**config.mk**
```make
export PLATFORM = sky130hd
export DESIGN_NAME = cache_mem_arbiter
export DESIGN_NICKNAME = d
export VERILOG_FILES = /design/src/rtl/cpu_types_pkg.sv /design/src/rtl/cache_mem_arbiter.sv
export SDC_FILE = /design/constraint.sdc
export NUM_CORES = 1
export LEC_CHECK = 0
export CAP_MARGIN = 20
export CORE_AREA = 8 8 99 101
export CTS_CLUSTER_SIZE = 20
export DETAILED_ROUTE_END_ITERATION = 8
export DIE_AREA = 0 0 107 109
export PLACE_DENSITY = 0.72
export SLEW_MARGIN = 20
export SYNTH_ARGS = -nofsm -noshare
export SYNTH_HDL_FRONTEND = slang
export SYNTH_SLANG_ARGS = --single-unit
```
**constraint.sdc**
```tcl
create_clock -name CLK -period 2.1 [get_ports CLK]
set_clock_uncertainty 0.1 [all_clocks]
set_input_delay 0.315 -clock CLK [delete_from_list [all_inputs] [get_ports CLK]]
set_output_delay 0.315 -clock CLK [all_outputs]
set_load 0.05 [all_outputs]
```
**src/rtl/cpu_types_pkg.sv**
```systemverilog
// Shared CPU-side memory types: RAM word, RAM handshake state and the
// arbiter grant state used between the caches and the RAM model.
package cpu_types_pkg;

    typedef logic [31:0] word_t;

    typedef enum logic [1:0] {
        FREE   = 2'b00,
        BUSY   = 2'b01,
        ACCESS = 2'b10,
        ERROR  = 2'b11
    } ramstate_t;

    typedef enum logic [1:0] {
        ARB_IDLE  = 2'b00,
        ARB_I     = 2'b01,
        ARB_D     = 2'b10,
        ARB_DLOCK = 2'b11
    } arb_state_t;

endpackage

```
**src/rtl/cache_mem_arbiter.sv**
```systemverilog
// Single-port RAM arbiter between icache and dcache: dcache priority, bounded
// icache starvation, and 2-beat dcache bursts held together via ARB_DLOCK.
module cache_mem_arbiter
    import cpu_types_pkg::*;
#(
    parameter int STARVE_MAX = 4,
    parameter int CW         = 3
) (
    input  logic      CLK,
    input  logic      RST,
    input  logic      iREN,
    input  word_t     iaddr,
    output logic      iwait,
    output word_t     iload,
    input  logic      dREN,
    input  logic      dWEN,
    input  word_t     daddr,
    input  word_t     dstore,
    input  logic      dburst,
    output logic      dwait,
    output word_t     dload,
    output logic      ramREN,
    output logic      ramWEN,
    output word_t     ramaddr,
    output word_t     ramstore,
    input  word_t     ramload,
    input  ramstate_t ramstate,
    output logic      ramerr
);

    localparam logic [CW-1:0] STARVE_LIM = CW'(STARVE_MAX);

    arb_state_t    state_q, state_d;
    logic [CW-1:0] starve_q, starve_d;

    logic d_req;
    logic i_grant;
    logic d_grant;
    logic i_done;
    logic d_done;
    arb_state_t pick;

    // Completion is suppressed during reset so neither wait can drop then.
    always_comb begin
        d_req   = dREN | dWEN;
        i_grant = (state_q == ARB_I);
        d_grant = (state_q == ARB_D) || (state_q == ARB_DLOCK);
        i_done  = !RST && i_grant && (ramstate == ACCESS) && iREN;
        d_done  = !RST && d_grant && (ramstate == ACCESS) && d_req;
    end

    // The count used for arbitration already includes this cycle's dcache
    // completion, so the icache wins right after the STARVE_MAX-th grant.
    always_comb begin
        starve_d = starve_q;
        if (!iREN || i_done) begin
            starve_d = '0;
        end else if (d_done && (starve_q != STARVE_LIM)) begin
            starve_d = starve_q + 1'b1;
        end
    end

    always_comb begin
        pick = ARB_IDLE;
        if (d_req && !(iREN && (starve_d == STARVE_LIM))) begin
            pick = ARB_D;
        end else if (iREN) begin
            pick = ARB_I;
        end
    end

    always_comb begin
        state_d = state_q;
        case (state_q)
            ARB_IDLE: state_d = pick;
            ARB_I: begin
                if (i_done || !iREN) begin
                    state_d = pick;
                end
            end
            ARB_D: begin
                if (d_done && dburst) begin
                    state_d = ARB_DLOCK;
                end else if (d_done || !d_req) begin
                    state_d = pick;
                end
            end
            ARB_DLOCK: begin
                if (d_done || !d_req) begin
                    state_d = pick;
                end
            end
            default: state_d = ARB_IDLE;
        endcase
    end

    always_ff @(posedge CLK) begin
        if (RST) begin
            state_q  <= ARB_IDLE;
            starve_q <= '0;
        end else begin
            state_q  <= state_d;
            starve_q <= starve_d;
        end
    end

    // RAM enables are gated by the owner's live request so an abandoned
    // access stops driving the RAM in the same cycle.
    always_comb begin
        ramREN   = 1'b0;
        ramWEN   = 1'b0;
        ramaddr  = '0;
        ramstore = '0;
        iwait    = 1'b1;
        dwait    = 1'b1;
        iload    = '0;
        dload    = '0;
        ramerr   = 1'b0;
        if (!RST) begin
            case (state_q)
                ARB_I: begin
                    ramREN  = iREN;
                    ramaddr = iaddr;
                    iload   = ramload;
                    iwait   = !i_done;
                end
                ARB_D, ARB_DLOCK: begin
                    ramWEN   = dWEN;
                    ramREN   = dREN & ~dWEN;
                    ramaddr  = daddr;
                    ramstore = dstore;
                    dload    = ramload;
                    dwait    = !d_done;
                end
                default: ;
            endcase
            ramerr = (state_q != ARB_IDLE) && (ramstate == ERROR);
        end
    end

endmodule

```
## Word level (Yosys, flattened, before mapping)

Cells that the tools add are included.
W data, S select, Z words.

| operators by class | value |
|---|---|
| add/subtract/negate cells | 1 |
| reduce and logical (&&, ||, !) cells | 23 |
| $mul | 0 |
| $lt $le $gt $ge | 0 |
| eq/ne operators | 8 |
| div/mod/pow operators | 0 |
| shift-type cells | 0 |
| bitwise logic cells | 3 |
| muxes and demuxes | 25 |

Operators with widths:

| cell | count |
|---|---|
| $mux W32 | 7 |
| $pmux W32 S2 | 1 |
| $logic_and A1 B1 Y1 | 11 |
| $mux W1 | 9 |
| $eq A2 B2 Y1 const B | 4 |
| $mux W2 | 4 |
| $pmux W2 S4 | 1 |
| $logic_not A1 Y1 | 6 |
| $mux W3 | 2 |
| $add A3 B1 Y3 const B | 1 |
| $eq A3 B3 Y1 const B | 1 |
| $logic_or A1 B1 Y1 | 3 |
| $ne A3 B3 Y1 const B | 1 |
| $eq A2 B1 Y1 const B | 1 |
| $logic_not A2 Y1 | 1 |
| $ne A2 B1 Y1 const B | 1 |
| $pmux W1 S2 | 1 |
| $reduce_bool A2 Y1 | 1 |
| $reduce_or A2 Y1 | 1 |
| $and A1 B1 Y1 | 1 |
| $not A1 Y1 | 1 |
| $or A1 B1 Y1 | 1 |

| word-level totals | value |
|---|---|
| memory bits (read-only) | 0 |
| bits of input ports | 136 |
| word-level logic and storage cells | 62 |
| bits in latches | 0 |
| memories | 0 |
| register bits after elaboration | 5 |
| bits in writable memories | 0 |

## Logic depth before layout (Yosys ltp)

Gate-level depths: netlist (run 1).

| logic depth | value |
|---|---|
| depth in word-level cells | 16 |
| gate-level depth with buffers | 7 |
| gate-level depth less buffers | 7 |

## Least setup slack after synthesis (run 1)

OpenSTA, ideal clock, no wires.

| timing path | value |
|---|---|
| path kind | input-to-output |
| start point | in RST |
| end point | out ramerr |
| arrival | 2,135 ps |
| setup slack | -450 ps |
| cell stages on the path | 2 |
| cells stage by stage | buf_4 > nor4b_1 |

| between the ends | value |
|---|---|
| word-level cells in the longest chain between the ends | 1 |

Ends and longest elaborated chain:

| item | line | text |
|---|---|---|
| from (decl) | cache_mem_arbiter.sv:10 | `input logic RST,` |
| $mux W1 | cache_mem_arbiter.sv:119 | `if (!RST) begin` |
| to (decl) | cache_mem_arbiter.sv:28 | `output logic ramerr` |

Every way passes these cells.

## Worst setup path in the final report (run 1)

| timing path | value |
|---|---|
| start point | reg state_q[0] |
| end point | out ramaddr[31] |

| between the ends | value |
|---|---|
| word-level cells in the longest chain between the ends | 4 |
| elaborated cells between the ends (all ways) | 6 |

Ends and longest elaborated chain:

| item | line | text |
|---|---|---|
| from (decl) | cache_mem_arbiter.sv:33 | `arb_state_t state_q, state_d;` |
| from (signal assigned) | cache_mem_arbiter.sv:102 | `state_q <= state_d;` |
| $eq A2 B2 Y1 | cache_mem_arbiter.sv:120 | `case (state_q)` |
| $reduce_or A2 Y1 | cache_mem_arbiter.sv:120 |  |
| $pmux W32 S2 * | cache_mem_arbiter.sv:120 |  |
| $mux W32 * | cache_mem_arbiter.sv:119 |  |
| to (decl) | cache_mem_arbiter.sv:24 | `output word_t ramaddr,` |

Every way passes the cells marked *; elsewhere a longest branch is shown, timed or not.

==> results.md, run 1 <==
- Antenna-violating nets left: 0
- FF-to-FF Start: starve_q[0]
- Total CTS buffers: 3
- Clock Latency Late Sink: 0.22 ns
- Via count: 2,565
- Initial antenna violation count: 0
- Critical path type: reg2out
- Clock buffer depth: 2
- Relative slew slack: 78.1%
- CP startpoint: state_q[0]
- Sequential fraction of the synthesis area: 7.10%
- Ports: 269
- Slew Viols, Final: 0
- Die area: 11,700 um2
- Cell count of the worst reg-to-reg path: 7
- Root buffer selected by CTS: clkbuf_8
- Reg2reg end: state_q[1]
- Total grt overflow: 0
- Status: completed
- PortBufs: 268
- Horiz. Die Dim: 107 um
- Max IR drop VDD: 0.404 mV
- Startpoint Class: register
- Most frequent cell after synthesis: and2_1
- Worst Hold Launch: starve_q[0]
- Number of flops mapped to enable cells by yosys: 0
- Hold worst-path end: starve_q[0]
- Clk slew on worst S/H paths: 0.03 ns
- Number of global-route vias before repair: 2,543
- # setup viols final: 0
- First-pass GRT wire length: 17.4 mm
- Most instantiated cells after synthesis: and2_1 (98), a22o_1 (32), clkbuf_1 (10)
- Area growth syn-to-layout: 313%
- Total leakage power: 2.39 nW
- Row Count: 34
- Leading area contributor after synthesis: and2_1
- Critical path peak fanout: 26
- Slew @ Worst Pin: 0.328 ns
- Yosys top cell area share: 43.5%
- Netlist cell types: 33
- Setup TNS: 0 ns
- H-tree levels: 1
- Hold Fails Final Rpt: 0
- Pin count of the biggest net entering global routing: 39
- HPWL Detailed: 11.0 mm
- Share of cells above drive strength 1: 36.8%
- Setup crit end kind: output pin
- Routed wire per std cell: 22.4 um
- Synth area leaders: and2_1 (43%), a22o_1 (20%), dfxtp_1 (7.1%)
- Post-layout nets: 607
- GPL Wtd Cong: 0.945
- DR iter-0 viols: 130
- Post-Syn Area per Cell: 6.95 um2
- Max_cap viols: 0
- Fin cells: 576
- CTS tree: done
- Filler cells: 611
- GRT Util Overall: 19.9%
- Required @ worst endpoint: 1.68 ns
- Min-Delay Path Class: reg2reg
- Min Clock Period, post-route: 2.05 ns
- Remaining DRCs: 0
- Clock sink count: 5
- WHS Path Cells: 2
- Ant diodes: 0
- FFs w/ async S/R, synth: 0%
- Mapped Cells: 203
- TritonRoute pass-1 iters: 4
- Worst Path Arrival: 1.63 ns
- Final Util: 69.5%
- Post-Syn Area: 1410 um2
- Starting Density: 16.8%
- Worst R2R Setup Slack: 0.46 ns
- Max Clk Rate: 488 MHz
- Cell area power density: 309 nW/um2
- Seq cells post-synth: 5
- Yosys warns: 0
- Total Wirelength: 12.9 mm
- Vias per inst: 4.45
- Dpl cells: 568
- Die Y: 109 um
- Core area: 8380 um2
- Crit share post-route: 97.6%
- Post-Syn Nets: 341
- Top_reg_cell synth: dfxtp_1
==> power by group <==
| group | internal, W | switching [W] | total [W] | leakage (nW) |
|---|---|---|---|---|
| Sequential | 0.000100 | 0.00000826 | 0.000108 | 0.0409 |
| Combinational | 0.000794 | 0.000720 | 0.00151 | 2.33 |
| Clock | 0.000130 | 0.0000451 | 0.000175 | 0.0228 |
| Total | 0.00102 | 0.000773 | 0.00180 | 2.39 |
==> sequential cells by signal, summed over array words and instances (netlist names) <==
name	flops
state_q	2
starve_q	3
==> worst max path at each step <==
stage,to,slack (ns),cells past startpoint
2_1_floorplan,dload[21],0.18,6
3_3_place_gp,ramaddr[2],-0.15,6
3_5_place_dp,ramaddr[2],-0.18,6
4_1_cts,ramaddr[24],0.02,5
5_1_grt,ramaddr[31],-0.003,5
6_report,ramaddr[31],0.05,5
==> critical path, stage by stage, from the launching register on <==
cell and delay (ns):
dfxtp_1 0.40, nor3b_4 0.28, buf_12 0.16, buf_12 0.17
a22o_1 0.24, buf_12 0.16
==> per-layer routing <==
| layer | global-route usage [%] | wire length (um) |
|---|---|---|
| met1 | 21.0 | 4490 |
| met2 | 37.1 | 6960 |
| met3 | 7.21 | 1290 |
| met4 | 4.42 | 168 |
| met5 | 0 | 0 |
==> what timing repair did <==
| action | CTS | global route |
|---|---|---|
| setup buffers | 1 | 1 |
| pin swaps | 0 | 1 |
| resized for setup | 15 | 2 |
| cloned | 1 | 1 |
| endpoints found under the setup margin | 129 | 60 |
| hold buffers | 0 | 0 |
==> kinds of logic after synthesis <==
family / after synthesis / share of synthesized area [%]
adder cells (fa/ha/maj): 2 / 1.77
AND/OR/NAND/NOR: 123 / 54.8
buffers and inverters: 27 / 8.70
AO/OA/AOI/OAI: 44 / 26.3
XOR/XNOR: 1 / 0.621
multiplexers: 1 / 0.710
flip-flops: 5 / 7.10
==> through the flow <==
| step | hold WS (ns) | area [um2] | power [W] | worst slack (ns) |
|---|---|---|---|---|
| 6_report | 0.487 | 5820 | 0.00180 | 0.0504 |
| 5_1_grt | 0.523 | 5820 | 0.00186 | -0.00267 |
| 4_1_cts | 0.482 | 5770 | 0.00181 | 0.0232 |
| 3_5_place_dp | 0.474 | 5600 | 0.00158 | -0.181 |
| 3_3_place_gp | 0.432 | 5600 | 0.00157 | -0.148 |
| 2_1_floorplan | 0.412 | 1420 | 0.000702 | 0.178 |
==> cell usage in the layout, fill, tap and decap left out, types with 2 or more instances in the layout <==
master           Yosys  routed
buf_12               0     138
clkdlybuf4s50_1      0     134
and2_1              98      92
a22o_1              32      25
inv_1                7       7
a22o_4               0       7
and2_4               0       6
nor2_1               6       6
buf_4                1       5
nand2_1              4       4
dfxtp_1              5       4
nor3_1               3       3
clkbuf_8             0       3
a31oi_1              2       2
a211o_1              2       2
o21ai_0              2       2
ha_1                 2       2
buf_16               0       2
==> final cells by class <==
| class | count | area (um2) | area share (%) |
|---|---|---|---|
| clock buffers | 4 | 45.0 | 0.774 |
| inverters | 7 | 26.3 | 0.451 |
| multi-input cells | 171 | 1280 | 22.1 |
| flip-flops and latches | 5 | 101 | 1.74 |
| well taps | 108 | 135 | 2.32 |
| repair buffers | 281 | 4230 | 72.7 |
Note: power is estimated with default switching activity, not from simulation.
==> inputs of run 2 (changes only) <==
- SLEW_MARGIN: 20 -> unset
==> results of run 2 <==
Same layout as run 1: the final DEF is identical, and so are final timing and power.
==> inputs of run 3 (changes only) <==
- GPL_TIMING_DRIVEN: unset -> 0
==> run 3 against run 2 <==
- cell count up 1.4%
- hold slack worse by 0.032 ns
- first-iteration DRC count decreased by 35%
- clock power is essentially flat
- total power shrank 22%
- sequential share of layout area up 0.75 points
- die area unchanged
- cell area decreased by 30%
- setup slack gained 0.027 ns
- global-route usage down 1.9 points
- wire length shrank 8.9%
- core utilization is 21 points lower
- critical path type is now in2out
==> results.md, run 3 (synthesis results as in run 1) <==
- Max IR drop VDD: 0.396 mV
- Vias per inst: 4.29
- Clk slew on worst S/H paths: 0.03 ns
- Total Wirelength: 11.8 mm
- Horiz. Die Dim: 107 um
- Top flop regs: starve_q: 3 flops, state_q: 2 flops
- HPWL Detailed: 10.2 mm
- Ant diodes: 0
- RSZ-0062 raised after global routing: false
- CTS tree: done
- Clock Latency Late Sink: 0.22 ns
- Final Util: 48.5%
- First-pass GRT wire length: 16.5 mm
- Clock share of power: 12.5%
- Initial antenna violation count: 0
- Most frequent cells in the layout: clkdlybuf4s50_1 (134), and2_1 (98), buf_4 (47)
- Combinational power share: 80.1%
- Status: completed
- Max Clk Rate: 494 MHz
- Root buffer selected by CTS: clkbuf_8
- Number of global-route vias before repair: 2,602
- Die area: 11,700 um2
- Clock buffer depth: 2
- Sw Ratio: 49.7%
- Min-Delay Path Class: reg2reg
- Register share of total power: 7.3%
- Clock sink count: 5
- TritonRoute pass-1 iters: 4
- Via count: 2,507
- Hold Fails Final Rpt: 0
- Starting Density: 16.8%
- Max_cap viols: 0
- Total CTS buffers: 3
- Row Count: 34
- Cell area power density: 347 nW/um2
- Slew @ Worst Pin: 0.522 ns
- Critical path type: in2out
- Max reg flops: 3
- Most common cell after layout, fill and taps aside: clkdlybuf4s50_1
- Post-route cell area: 4060 um2
- Remaining DRCs: 0
- Dpl cells: 579
- GPL Wtd Cong: 0.876
- Slew Viols, Final: 0
- Post-layout nets: 615
- Area growth syn-to-layout: 188%
- Routed wire per std cell: 20.1 um
- Crit share post-route: 96.3%
- Relative slew slack: 65.3%
- Required @ worst endpoint: 1.68 ns
- Share of cells above drive strength 1: 34.9%
- Setup crit end kind: output pin
- Critical path peak fanout: 4
- Startpoint Class: input pin
- Internal Power: 0.000709 W
- Ports: 269
- Fin cells: 584
- Antenna-violating nets left: 0
- Core area: 8380 um2
- Min Clock Period, post-route: 2.02 ns
- GRT Util Overall: 18.0%
- PortBufs: 268
- Worst Path Arrival: 1.61 ns
- Pin count of the biggest net entering global routing: 11
- DR iter-0 viols: 84
- Total grt overflow: 0
- Placed Area: 4230 um2
- Total leakage power: 1.96 nW
- Die Y: 109 um
- H-tree levels: 1
- Top reg by flops: starve_q
- Switching power total: 0.000701 W
- # setup viols final: 0
==> run 3: cell count changes in the layout (fill, tap and decap cells not counted), sizes merged <==
cell           delta
clkbuf           +26
buf              -21
clkdlybuf4s15     +3
==> run 3: layout make-up <==
| cell class | instances | area (um2) |
|---|---|---|
| clock buffer | 4 | 45.0 |
| buffer | 20 | 171 |
| sequential | 5 | 101 |
| fill | 865 | 4320 |
| multi-input combinational | 171 | 1210 |
| tap | 108 | 135 |
| timing repair buffer | 269 | 2380 |
| inverter | 7 | 26.3 |
==> run 3: critical path: stages <==
cell	delay [ns]
clkdlybuf4s50_1	0.53
nand2b_1	0.14
nor2_1	0.05
nand2_1	0.06
clkdlybuf4s15_1	0.51
==> run 3: worst paths after layout <==
kind	from	endpoint	slack [ns]	cells after the start
worst max-delay path	ramstate[0]	iwait	0.08	5
worst min-delay path	starve_q[1]	starve_q[1]	0.45	2
worst max register to register	starve_q[0]	state_q[1]	0.34	7
worst min register to register	starve_q[1]	starve_q[1]	0.45	2
==> run 3: repair_timing <==
action,CTS,global route
setup buffers,0,1
resized for setup,757,63
setup endpoints to repair,133,89
hold buffers,0,0
pin swaps,0,2
==> run 3: power groups by stage <==
stage | Combinational, W | Sequential, W | Clock (W)
6_report | 0.00113 | 0.000103 | 0.000177
5_1_grt | 0.00118 | 0.000104 | 0.000187
4_1_cts | 0.00110 | 0.000103 | 0.000180
3_5_place_dp | 0.00114 | 0.000104 | 0
3_3_place_gp | 0.00114 | 0.000104 | 0
2_1_floorplan | 0.000599 | 0.000103 | 0
==> run 3: layer usage <==
metal	vias to the layer above	global-route usage [%]	part of all wire, %
met4	0	2.21	0.76
met3	6	5.08	7.6
met1	1142	21.8	41
li1	1237	-	-
met5	-	0	0
met2	122	31.7	51
==> run 3: per-stage QoR <==
step	hold WS [ns]	power [W]	setup slack [ns]	setup TNS [ns]
2_1_floorplan	0.412	0.000702	0.178	0
3_3_place_gp	0.437	0.00124	-1.12	-112.73
3_5_place_dp	0.450	0.00125	-1.16	-116.66
4_1_cts	0.459	0.00138	0.0113	0
5_1_grt	0.488	0.00147	0.00594	0
6_report	0.455	0.00141	0.0770	0
==> patch 1, RTL diff (settings of run 2) <==
The parameter `CW` goes from 3 to 6.
--- a/src/rtl/cache_mem_arbiter.sv
+++ b/src/rtl/cache_mem_arbiter.sv
@@ -6,3 +6,3 @@
     parameter int STARVE_MAX = 4,
-    parameter int CW         = 3
+    parameter int CW         = 6
 ) (
Check against the original RTL: no difference found for any inputs over 10 cycles, from zero or initial values and one cycle with RST high; that may be too few to reach the edited logic, so the function may still have changed.
==> patch 1 against run 2 <==
The flow now finishes with violations (setup timing); sequential cell count grew 3; non-clock buffer count grew 24; sequential power grew 47%; area after synthesis grew 10%; critical path depth grew 3; cell area grew 9.2%; worst setup slack lost 0.17 ns; core utilization grew 6.4 points; routed wire length grew 20%; total power shrank 1.3%.
==> patch 1: results (changes against run 2) <==
----------------------------------------------------
[Final layout]
  Clock buffer count ... 3 (-1)
  Largest registers ... starve_q x6, state_q x2
  Number of non-clock buffers ... 305 (+8.5%)
  Share of layout cells above drive strength 1 ... 46.2% (+9.4 points)
  Multi-In Gates ... 189 (+11%)
  Net total in the final layout ... 649 (+6.9%)
  Proportion of cell area spent on the clock network ... 0.649% (-0.12 points)
  Buffer share of cell area ... 69.3% (-3.3 points)
  Fill cell count ... 495 (-19%)
  Fraction of area in multi-input gates ... 25.1% (+3.0 points)
  Non-clk invs ... 4 (-3)
  Seq. cell area ... 164 um^2 (+62%)

[GRT]
  Met1 track utilization from global routing ... 21.1% (+0.089 points)
  First-pass GRT wire length ... 19200 um (+10%)
  Met3 Use GR ... 9.69% (+2.5 points)
  Antenna violations before repair ... 0 (unchanged)
  Maximum number of pins on one net before global-route repair ... 45 (+15%)

[Logic synthesis]
  Nets in the synthesized netlist ... 358 (+5.0%)
  Main area contributors after synthesis ... sky130_fd_sc_hd__and2_1 39%, sky130_fd_sc_hd__a22o_1 18%, sky130_fd_sc_hd__dfxtp_1 10%
  Post-synth top cells ... 97 x sky130_fd_sc_hd__and2_1, 32 x sky130_fd_sc_hd__a22o_1, 15 x sky130_fd_sc_hd__clkbuf_1
  Post-synthesis average cell area ... 7.07 um^2 (+1.9%)
  Flip-flop and latch count after synthesis ... 8 (+3)
  Sequential fraction of the synthesis area ... 10.3% (+3.2 points)

[Run status]
  Violations in the final reports ... setup timing
  Result of the run ... complete, but fails checks

[Placed design]
  Post-placement cell area ... 0.00592 mm^2 (+5.7%)
  Worst Setup Slack post-DPL ... -0.571 ns (-0.390 ns)
  Placed wire-length estimate after detailed placement ... 12400 um (+13%)
  RD Place Congestion ... 0.903 (-4.4%)

[Worst setup path]
  Slowest stage cell on the critical path ... sky130_fd_sc_hd__nor4_1
  CP arrival ... 2.23 ns (+0.60 ns)
  Cell depth of the worst flop-to-flop path ... 8 (+1)
  Critical path launch point ... ramstate[0]
  Launch point of the worst reg-to-reg path ... state_q[1]
  CP delay by family, top ... simple AND/OR/NAND/NOR gates
  Top fanout value on the critical path ... 3 (-88%)
  Worst reg2reg endpoint ... state_q[1]
  Critical path start-end classification ... in2reg
  Worst reg2reg setup slack ... -0.05 ns (-0.51 ns)

[STA]
  Worst Setup Slack, final ... -0.120 ns (-0.170 ns)
  Slew at the pin closest to its max-slew limit ... 0.574 ns (+0.246 ns)
  Final setup violation count ... 2 (+2)
  Total Negative Setup Slacks ... -0.173 ns (-0.173 ns)

[Drt]
  Met1 Routed Length ... 5220 um (+16%)
  WL met3 ... 1640 um (+27%)
  Post-Route WL ... 15500 um (+20%)
  Drt initial violations ... 123 (-5.4%)
  Via Count ... 2965 (+16%)

[Power and ir drop]
  Net Sw Frac ... 41.4% (-1.6 points)
  Power dissipated in combinational cells ... 0.00142 W (-6%)
  Clk pwr share ... 10.7% (+1.0 points)
  P_leak ... 2.64 nW (+10%)
  Logic pwr share ... 80.3% (-3.9 points)

----------------------------------------------------
-- patch 1: changes by cell type after synthesis, moves of 3 or more --
cell and delta:
sky130_fd_sc_hd__inv_1 -4, sky130_fd_sc_hd__buf_1 +4, sky130_fd_sc_hd__dfxtp_1 +3, sky130_fd_sc_hd__buf_2 -8
sky130_fd_sc_hd__nor4_1 +3, sky130_fd_sc_hd__clkbuf_1 +5
-- patch 1: cell families (layout without fill, tap and decap cells) --
| logic type | after synthesis | after routing | share of synthesized area (%) |
|---|---|---|---|
| XOR/XNOR | 3 | 3 | 1.69 |
| flip-flops | 8 | 8 | 10.3 |
| adder cells (fa/ha/maj) | 2 | 2 | 1.61 |
| AND/OR/NAND/NOR | 137 | 137 | 55.3 |
| AO/OA/AOI/OAI | 47 | 47 | 25.6 |
| buffers and inverters | 23 | 312 | 5.55 |
-- patch 1: worst min path at each step --
stage | depth (start not counted) | startpoint | to | slack [ns]
2_1_floorplan | 3 | starve_q[5] | starve_q[5] | 0.45
3_3_place_gp | 4 | starve_q[1] | starve_q[1] | 0.49
3_5_place_dp | 2 | state_q[0] | state_q[0] | 0.50
4_1_cts | 2 | state_q[0] | state_q[0] | 0.52
5_1_grt | 4 | starve_q[1] | starve_q[1] | 0.57
6_report | 4 | starve_q[1] | starve_q[1] | 0.52
-- patch 1: metrics by stage --
stage	cells	utilization [%]
2_1_floorplan	220	-
3_3_place_gp	601	70.6
3_5_place_dp	601	70.6
4_1_cts	605	71.5
5_1_grt	617	75.9
6_report	617	75.9
-- patch 1: repair_timing --
action | CTS | global route
endpoints found under the setup margin | 133 | 116
buffers inserted | 1 | 6
cloned | 0 | 6
pin swaps | 4 | 3
hold buffers | 0 | 0
gates resized for setup | 12 | 33
==> patch 2, RTL diff (config.mk and constraints of run 2) <==
Made on the original files. Put a register stage on the output `ramerr`. The value now appears one clock later. The other outputs are not delayed to match.
--- a/src/rtl/cache_mem_arbiter.sv
+++ b/src/rtl/cache_mem_arbiter.sv
@@ -31,2 +31,4 @@
     localparam logic [CW-1:0] STARVE_LIM = CW'(STARVE_MAX);
+
+    logic ramerr_d;
 
@@ -117,3 +119,3 @@
         dload    = '0;
-        ramerr   = 1'b0;
+        ramerr_d = 1'b0;
         if (!RST) begin
@@ -136,4 +138,8 @@
             endcase
-            ramerr = (state_q != ARB_IDLE) && (ramstate == ERROR);
+            ramerr_d = (state_q != ARB_IDLE) && (ramstate == ERROR);
         end
+    end
+
+    always_ff @(posedge CLK) begin
+        ramerr <= ramerr_d;
     end
Function: changed (a bounded check fails within 4 cycles, from zero or initial values and one cycle with RST high).
==> patch 2 against run 2 <==
Sequential share of layout area up 0.38 points; count of clock-buffer cells in the layout down 1; cell area down 1.5%; area after synthesis up 3.5%; sequential cell count up 1; total power down 13%; sequential power up 15%; worst setup slack better by 0.046 ns; die area unchanged; critical path depth up 2; routed wire length down 3.9%; highest routed layer is now met5.
==> patch 2: results (changes against run 2) <==
----------------------------------------------------
[Logic synthesis]
  Count of cell types in the netlist ... 35 (+6.1%)
  Post-synth top cells ... 97 x sky130_fd_sc_hd__and2_1, 32 x sky130_fd_sc_hd__a22o_1, 12 x sky130_fd_sc_hd__clkbuf_1
  Xor and xnor area share after synthesis ... 0.600% (-0.021 points)
  Multiplexer fraction of the synthesized cell area ... 0.686% (-0.024 points)
  Nets in the synthesized netlist ... 347 (+1.8%)
  Post-synthesis average cell area ... 6.99 um^2 (+0.58%)
  Yosys Warn Count ... 0 (unchanged)
  Synth Flop Type ... sky130_fd_sc_hd__dfxtp_1
  Arithmetic-cell share of the synthesized area counting full adders, half adders and majority gates ... 1.71% (-0.061 points)
  Sequential fraction of the synthesis area ... 8.23% (+1.1 points)
  Synth Area in Compound Gates ... 29.0% (+2.8 points)
  Main area contributors after synthesis ... sky130_fd_sc_hd__and2_1 42%, sky130_fd_sc_hd__a22o_1 19%, sky130_fd_sc_hd__dfxtp_1 8.2%

[Placed design]
  Number of cells after detailed placement ... 578 (+1.8%)
  RD Place Congestion ... 0.887 (-6.1%)
  Number of input and output port buffers inserted ... 268 (unchanged)
  Placed wire-length estimate after detailed placement ... 11000 um (-0.13%)
  Worst Setup Slack post-DPL ... -0.112 ns (+0.0690 ns)

[Drt]
  Drt initial violations ... 90 (-31%)
  Post-Route WL ... 12400 um (-3.9%)
  Number of detailed-route iterations in the first pass ... 5 (+1)
  Via Count ... 2619 (+2.1%)

[Run status]
  Result of the run ... finished clean

[Worst setup path]
  Top fanout value on the critical path ... 27 (+3.8%)
  Stage delay of the slowest cell on the critical path ... 0.27 ns (-0.13 ns)
  CP delay by family, top ... buffers and inverters
  Critical path launch point ... RST
  CP arrival ... 1.59 ns (-0.04 ns)
  Slowest stage cell on the critical path ... sky130_fd_sc_hd__dlygate4sd2_1
  Launch point of the worst reg-to-reg path ... starve_q[0]

[CTS]
  Worst-case clock buffer depth ... 2 (unchanged)
  H-tree levels ... 1 (unchanged)
  Clock latency at the later pin of the worst-skew pair ... 0.23 ns
  Root Buffer Master ... sky130_fd_sc_hd__clkbuf_8
  CTS buffer count ... 3 (unchanged)
  Clock transition at the registers of the reported paths ... 0.04 ns

[Final layout]
  Inserted Diodes ... 0 (unchanged)
  Share of layout cells above drive strength 1 ... 33.2% (-3.6 points)
  Number of cells in the finished layout apart from fillers ... 584 (+1.4%)
  Net total in the final layout ... 616 (+1.5%)
  Largest registers ... starve_q x3, state_q x2, ramerr x1
  Fill cell count ... 590 (-3.4%)

[STA]
  Slew at the pin closest to its max-slew limit ... 0.510 ns (+0.182 ns)

[Worst hold path]
  Worst hold path type ... reg2reg
  Min-delay src ... state_q[0]

[GRT]
  Maximum number of pins on one net before global-route repair ... 47 (+21%)
  Number of global-route vias before repair ... 2835 (+11%)
  First-pass GRT wire length ... 17800 um (+2.3%)
  Antenna violations before repair ... 1 (+1)
  GRT Resource Usage Total ... 20.0% (+0.025 points)

[Power and ir drop]
  Internal Power ... 0.000919 W (-10%)
  P_leak ... 2.34 nW (-2.4%)
  Worst VDD drop ... 0.112 mV (-72%)

----------------------------------------------------
[patch 2: power groups by stage]
stage | logic, W | clock network (W) | registers (W)
global route | 0.00131 | 0.000189 | 0.000125
floorplan | 0.000490 | 0 | 0.000124
CTS | 0.00127 | 0.000183 | 0.000124
detailed placement | 0.00126 | 0 | 0.000125
finish | 0.00126 | 0.000181 | 0.000124
global placement | 0.00125 | 0 | 0.000126
[patch 2: per-stage QoR]
step / TNS [ns] / cell area (um^2) / util [%]
floorplan: 0 / 1460 / -
global placement: -3.24 / 5650 / 67.4
detailed placement: -7.05 / 5650 / 67.4
CTS: 0 / 5730 / 68.4
global route: 0 / 5730 / 68.4
finish: 0 / 5730 / 68.4
[patch 2: worst reg2reg max path, delay by kind of cell, from the launching register on]
| kind | cells | cell delay [ns] |
|---|---|---|
| adders and majority gates | 1 | 0.24 |
| buffers and inverters | 1 | 0.09 |
| and+or+nand+nor | 1 | 0.22 |
| DFF | 1 | 0.38 |
| AOI/OAI and AO/OA | 3 | 0.73 |
[patch 2: final cells by class]
type | count | area (um^2) | share of cell area, %
well taps | 108 | 135 | 2.36
flip-flops and latches | 6 | 121 | 2.12
inverters | 5 | 18.8 | 0.327
multi-input cells | 177 | 1240 | 21.6
clock buffers | 3 | 41.3 | 0.720
repair buffers | 285 | 4180 | 72.8
[patch 2: timing repair]
action / 4_1_cts / 5_1_grt
endpoints found under the setup margin: 130 / 54
setup buffers: 2 / 0
gates cloned: 1 / 0
gates resized for setup: 2 / 1
pin swaps: 1 / 0
[patch 2: cells by family after synthesis]
kind of cell	after synthesis
multiplexers	1
adder cells (fa/ha/maj)	2
XOR/XNOR	1
AO/OA/AOI/OAI	50
flip-flops	6
buffers and inverters	26
AND/OR/NAND/NOR	123
[patch 2: routing by layer]
metal	GRT usage, %	share of wire, %	up-vias
li1	-	-	1253
met1	19.3	33	1183
met2	38.2	54	168
met3	8.87	11	13
met4	4.12	1.4	2
met5	0	0.065	-
[patch 2: path summary, 6_finish.rpt]
| kind | to | slack [ns] | cells past startpoint |
|---|---|---|---|
| worst max-delay path | ramstore[22] | 0.1 | 7 |
| worst min-delay path | ramerr | 0.48 | 2 |
| worst max register to register | state_q[0] | 0.26 | 6 |
| worst min register to register | ramerr | 0.48 | 2 |
